### src/rtl/serial_adder.sv
// Digit-serial adder: adds two WIDTH-bit operands DIGIT bits per clock, LSB slice first.
// Optional feature macro: SERIAL_ADDER_SUB_EN adds a 'sub' input selecting a - b.
module serial_adder #(
    parameter int unsigned WIDTH = 8,
    parameter int unsigned DIGIT = 1
) (
    input  logic             clk,
    input  logic             rst_n,
    input  logic             start,
    input  logic [WIDTH-1:0] a,
    input  logic [WIDTH-1:0] b,
    input  logic             cin,
`ifdef SERIAL_ADDER_SUB_EN
    input  logic             sub,
`endif
    output logic             busy,
    output logic             done,
    output logic [WIDTH-1:0] sum,
    output logic             cout,
    output logic             ovf
);

    localparam int unsigned NUM_DIG = WIDTH / DIGIT;
    localparam int unsigned IDX_W   = (NUM_DIG > 1) ? $clog2(NUM_DIG) : 1;

    typedef enum logic [0:0] {StIdle, StRun} state_e;

    state_e           state_q, state_d;
    logic [WIDTH-1:0] a_q, b_q;
    logic [WIDTH-1:0] sum_q, sum_d;
    logic             carry_q;
    logic             cout_q, ovf_q, done_q;
    logic [IDX_W-1:0] idx_q;

    logic [WIDTH-1:0] b_eff;
    logic             c_eff;
    logic [DIGIT-1:0] a_sl, b_sl;
    logic [DIGIT:0]   slice_sum;
    logic             msb_cin;
    logic             last_dig;

    // Operand conditioning at start: subtraction is a + ~b + 1, cin ignored.
    always_comb begin
`ifdef SERIAL_ADDER_SUB_EN
        b_eff = sub ? ~b : b;
        c_eff = sub ? 1'b1 : cin;
`else
        b_eff = b;
        c_eff = cin;
`endif
    end

    // Select the current operand slices and merge the result slice into its final position.
    always_comb begin
        a_sl  = '0;
        b_sl  = '0;
        sum_d = sum_q;
        for (int k = 0; k < NUM_DIG; k++) begin
            if (idx_q == IDX_W'(k)) begin
                a_sl = a_q[k*DIGIT +: DIGIT];
                b_sl = b_q[k*DIGIT +: DIGIT];
            end
        end
        slice_sum = {1'b0, a_sl} + {1'b0, b_sl} + {{DIGIT{1'b0}}, carry_q};
        for (int k = 0; k < NUM_DIG; k++) begin
            if (idx_q == IDX_W'(k)) begin
                sum_d[k*DIGIT +: DIGIT] = slice_sum[DIGIT-1:0];
            end
        end
        // Carry into the top bit of this slice, recovered from its sum bit.
        msb_cin  = slice_sum[DIGIT-1] ^ a_sl[DIGIT-1] ^ b_sl[DIGIT-1];
        last_dig = (idx_q == IDX_W'(NUM_DIG - 1));
    end

    // State register.
    always_ff @(posedge clk) begin
        if (!rst_n) begin
            state_q <= StIdle;
        end else begin
            state_q <= state_d;
        end
    end

    // Next-state logic; start is only looked at while idle.
    always_comb begin
        state_d = state_q;
        unique case (state_q)
            StIdle: if (start) state_d = StRun;
            StRun:  if (last_dig) state_d = StIdle;
            default: state_d = StIdle;
        endcase
    end

    // Datapath: latch operands on accept, then one slice per edge.
    always_ff @(posedge clk) begin
        if (!rst_n) begin
            a_q     <= '0;
            b_q     <= '0;
            sum_q   <= '0;
            carry_q <= 1'b0;
            cout_q  <= 1'b0;
            ovf_q   <= 1'b0;
            done_q  <= 1'b0;
            idx_q   <= '0;
        end else begin
            done_q <= 1'b0;
            unique case (state_q)
                StIdle: begin
                    if (start) begin
                        a_q     <= a;
                        b_q     <= b_eff;
                        carry_q <= c_eff;
                        idx_q   <= '0;
                    end
                end
                StRun: begin
                    sum_q   <= sum_d;
                    carry_q <= slice_sum[DIGIT];
                    idx_q   <= idx_q + 1'b1;
                    if (last_dig) begin
                        cout_q <= slice_sum[DIGIT];
                        ovf_q  <= msb_cin ^ slice_sum[DIGIT];
                        done_q <= 1'b1;
                    end
                end
                default: ;
            endcase
        end
    end

    // Outputs.
    always_comb begin
        busy = (state_q == StRun);
        done = done_q;
        sum  = sum_q;
        cout = cout_q;
        ovf  = ovf_q;
    end

endmodule

### config.mk
export PLATFORM = sky130hd
export DESIGN_NAME = serial_adder
export DESIGN_NICKNAME = d
export VERILOG_FILES = /design/src/rtl/serial_adder.sv
export SDC_FILE = /design/constraint.sdc
export NUM_CORES = 1
export LEC_CHECK = 0
export ABC_CLOCK_PERIOD_IN_PS = 3340
export CELL_PAD_IN_SITES_DETAIL_PLACEMENT = 1
export CELL_PAD_IN_SITES_GLOBAL_PLACEMENT = 2
export CORE_MARGIN = 4
export CORE_UTILIZATION = 30
export DETAILED_ROUTE_END_ITERATION = 16
export PLACE_DENSITY_LB_ADDON = 0.1
export SKIP_LAST_GASP = 1
export SLEW_MARGIN = 10
export SYNTH_ARGS = -nofsm -noshare
export SYNTH_HDL_FRONTEND = slang
export SYNTH_SLANG_ARGS = --single-unit
### constraint.sdc
create_clock -name clk -period 3.34 [get_ports clk]
set_input_delay 0.501 -clock clk [delete_from_list [all_inputs] [get_ports clk]]
set_output_delay 0.501 -clock clk [all_outputs]
set_load 0.02 [all_outputs]
==> flow_metrics.tcl <==
set metrics [dict create \
    vias 1376 \
    fillers 640 \
    die_h_um 81.6 \
    drt_iter0_drc 66 \
    vias_per_cell 4.76 \
    fin_tns_setup_ns 0 \
    grt_antenna_before_repair 0 \
    crit_chain "inv_1 -> ha_1 -> a211oi_1 -> a21oi_1 -> o31ai_1 -> ha_1 -> xor2_1 -> xnor2_1 -> o21ai_0 -> and2_1" \
    skew_ns 0.00311 \
    crit_arrival_ns 3.07 \
    grt-ovfl-total 0 \
    async_flop_share 0 \
    area_growth_pct 24.3 \
    cts_resized 0 \
    final-hold-violation-count 0 \
    grt_usage 0.143 \
    ys_types 35 \
    fin_nets 247 \
    final_cells 289 \
    finalCriticalPeriod_ns 2.90 \
    synth-seq-cells 32 \
    rsz0062_at_grt "false" \
    worst_slew_pin_slew_ns 0.941 \
    maxSlewHeadroom 0.370 \
    hp-start "a_q[2]$_SDFFE_PN0P_" \
    path_delay_family "compound AO/OA/AOI/OAI gates" \
    yosysMostFrequentCell "nand2_1" \
    final-setup-viol-count 0 \
    min_path_cells 2 \
    ys_top_cells_by_area "dfxtp_1 (39%), nand2_1 (11%), a21boi_0 (9.7%)" \
    ir_worst_vdd_mv 0.184 \
    cts_buffers 5 \
    grt_pass1_vias 1482 \
    grt_pass1_wl_um 7070 \
    netlist_area_um2 1620 \
    cts.sink_count 32 \
    ys_seq_area_frac 0.394 \
    cts_tree "done" \
    drive_gt1_frac 0.0594 \
    crit_required_ns 3.51 \
    yosysWarnings 0 \
    io_pins 32 \
    synth_common_cells "nand2_1 (47), dfxtp_1 (32), a21boi_0 (21)" \
    initial_utilization 0.314 \
    crit_start "idx_q[2]$_SDFFE_PN0P_" \
    synth_top_area_cell "dfxtp_1" \
    slowest_delay_ns 0.60 \
    avgSynthCellArea_um2 8.37 \
    cts_hold_buf 0 \
    die_x_um 81.6 \
    p_leak_nw 0.742 \
    min_to "a_q[2]$_SDFFE_PN0P_" \
    synth_edf_count 0 \
    dp_hpwl_um 3150 \
    r2r_setup_slack_ns 0.44 \
    reg2regPathDepth 10 \
    timing.rr.start "idx_q[2]$_SDFFE_PN0P_" \
    cts_max_path_buffers 2 \
    antenna_cells 0 \
    route.detailed.drc 0 \
    cp_common_cell "ha_1" \
    firstDrtPassIters 4 \
    status "complete, no violations" \
    core_area_um2 5170 \
    power_mw 0.855 \
    totalWireLength_um 4230 \
    post-cts-setup-buffers 0 \
    cts_root_buf "clkbuf_8" \
    worstSetupEndpointType "flop" \
    dieArea_um2 6650 \
    netlist_instances 194 \
    grt_max_degree 33 \
    fin_crit_sh 0.867 \
    synth_top_area_share 0.394 \
    cp_slowest_cell "dfxtp_1" \
    maxCapViolCount 0 \
    postRouteAntennaNets 0 \
    crit_path_max_fanout 13 \
    r2r_end "ovf$_SDFFE_PN0P_" \
    worstSetupStartpointType "flop" \
    setup.worst_path.class "flop to flop" \
    rows 26 \
    clkTransAtPathRegs_ns 0.06 \
    drv_slew 0 \
    fmax_mhz 345 \
    gp_congestion 0.786 \
    crit_buf_inv 1 \
    yosys_most_used_dff "dfxtp_1" \
    io_buffers 31 \
    cts.htree.levels 2 \
    insertion_delay_ns 0.28 \
    power_density_nw_per_um2 423 \
    wl_per_cell_um 14.6 \
    numPlacedInstances 282 \
    hold_class "flop to flop" \
    syn_nets 222 \
]
==> how the worst max path moves through the flow <==
stage,end,slack (ns),cells after the start
6_report,ovf$_SDFFE_PN0P_,0.44,10
5_1_grt,ovf$_SDFFE_PN0P_,0.26,10
4_1_cts,ovf$_SDFFE_PN0P_,0.44,10
2_1_floorplan,sum[4]$_SDFFE_PN0P_,0.96,10
3_5_place_dp,ovf$_SDFFE_PN0P_,0.47,10
3_3_place_gp,ovf$_SDFFE_PN0P_,0.68,10
==> flip-flops by register name (all words and copies together) (netlist names) <==
signal	count
a_q	8
b_q	8
sum	8
idx_q	3
busy	1
carry_q	1
cout	1
done	1
ovf	1
==> cell families after synthesis <==
| family | count (synthesis) | share of synthesized area |
|---|---|---|
| AOI/OAI and AO/OA | 46 | 0.197 |
| xor gates and xnor gates | 2 | 0.0108 |
| adders and majority gates | 8 | 0.0663 |
| buffers and inverters | 22 | 0.0863 |
| DFF | 32 | 0.394 |
| muxes | 4 | 0.0247 |
| and+or+nand+nor | 80 | 0.220 |
==> worst register-to-register path: cells and delay by family (launching register included) <==
| kind | cells | cell delay, ns |
|---|---|---|
| compound gates | 4 | 0.86 |
| xor+xnor | 2 | 0.32 |
| buf+inv | 1 | 0.18 |
| fa+ha+maj | 2 | 0.66 |
| simple gates | 1 | 0.17 |
| flops | 1 | 0.60 |
==> per-layer routing <==
metal / vias to the layer above / routed length, um / GRT usage
met5: - / 0 / 0
met3: 8 / 155 / 0.0395
met2: 27 / 2040 / 0.237
li1: 688 / - / -
met4: 0 / 85 / 0.0581
met1: 653 / 1950 / 0.174
==> layout by cell type (no fill, tap or decap), drive strengths merged, types with 2 or more instances in the layout <==
master / netlist / routed
clkdlybuf4s50: 0 / 31
o21ai: 4 / 4
dfxtp: 32 / 32
a21boi: 23 / 23
nand3: 10 / 10
nor2b: 9 / 9
inv: 7 / 7
nand2b: 2 / 2
buf: 9 / 2
nand2: 47 / 47
clkbuf: 6 / 7
mux2i: 4 / 4
and2: 2 / 2
ha: 7 / 7
nor2: 5 / 5
nor3: 3 / 3
a21oi: 11 / 11
==> per-stage QoR <==
step	hold slack, ns	setup WS [ns]	util	cell area (um^2)
5_1_grt	0.504	0.256	0.390	2020
6_report	0.469	0.443	0.390	2020
3_3_place_gp	0.453	0.684	0.372	1920
2_1_floorplan	0.435	0.957	-	1620
4_1_cts	0.475	0.438	0.390	2020
3_5_place_dp	0.466	0.467	0.372	1920
==> power by group <==
part,internal [mW],switching (mW),total [mW]
sequential,0.398,0.0106,0.408
clock,0.183,0.135,0.319
combinational,0.0592,0.0689,0.128
==> area by class of cell <==
class | count | area [um^2] | share of cell area
multi-input cells | 140 | 843 | 0.418
inverters | 7 | 26.3 | 0.0130
repair buffers | 33 | 325 | 0.161
well taps | 70 | 87.6 | 0.0434
clock buffers | 7 | 96.3 | 0.0477
flip-flops and latches | 32 | 641 | 0.317
Power figures use the tool's default switching activity.
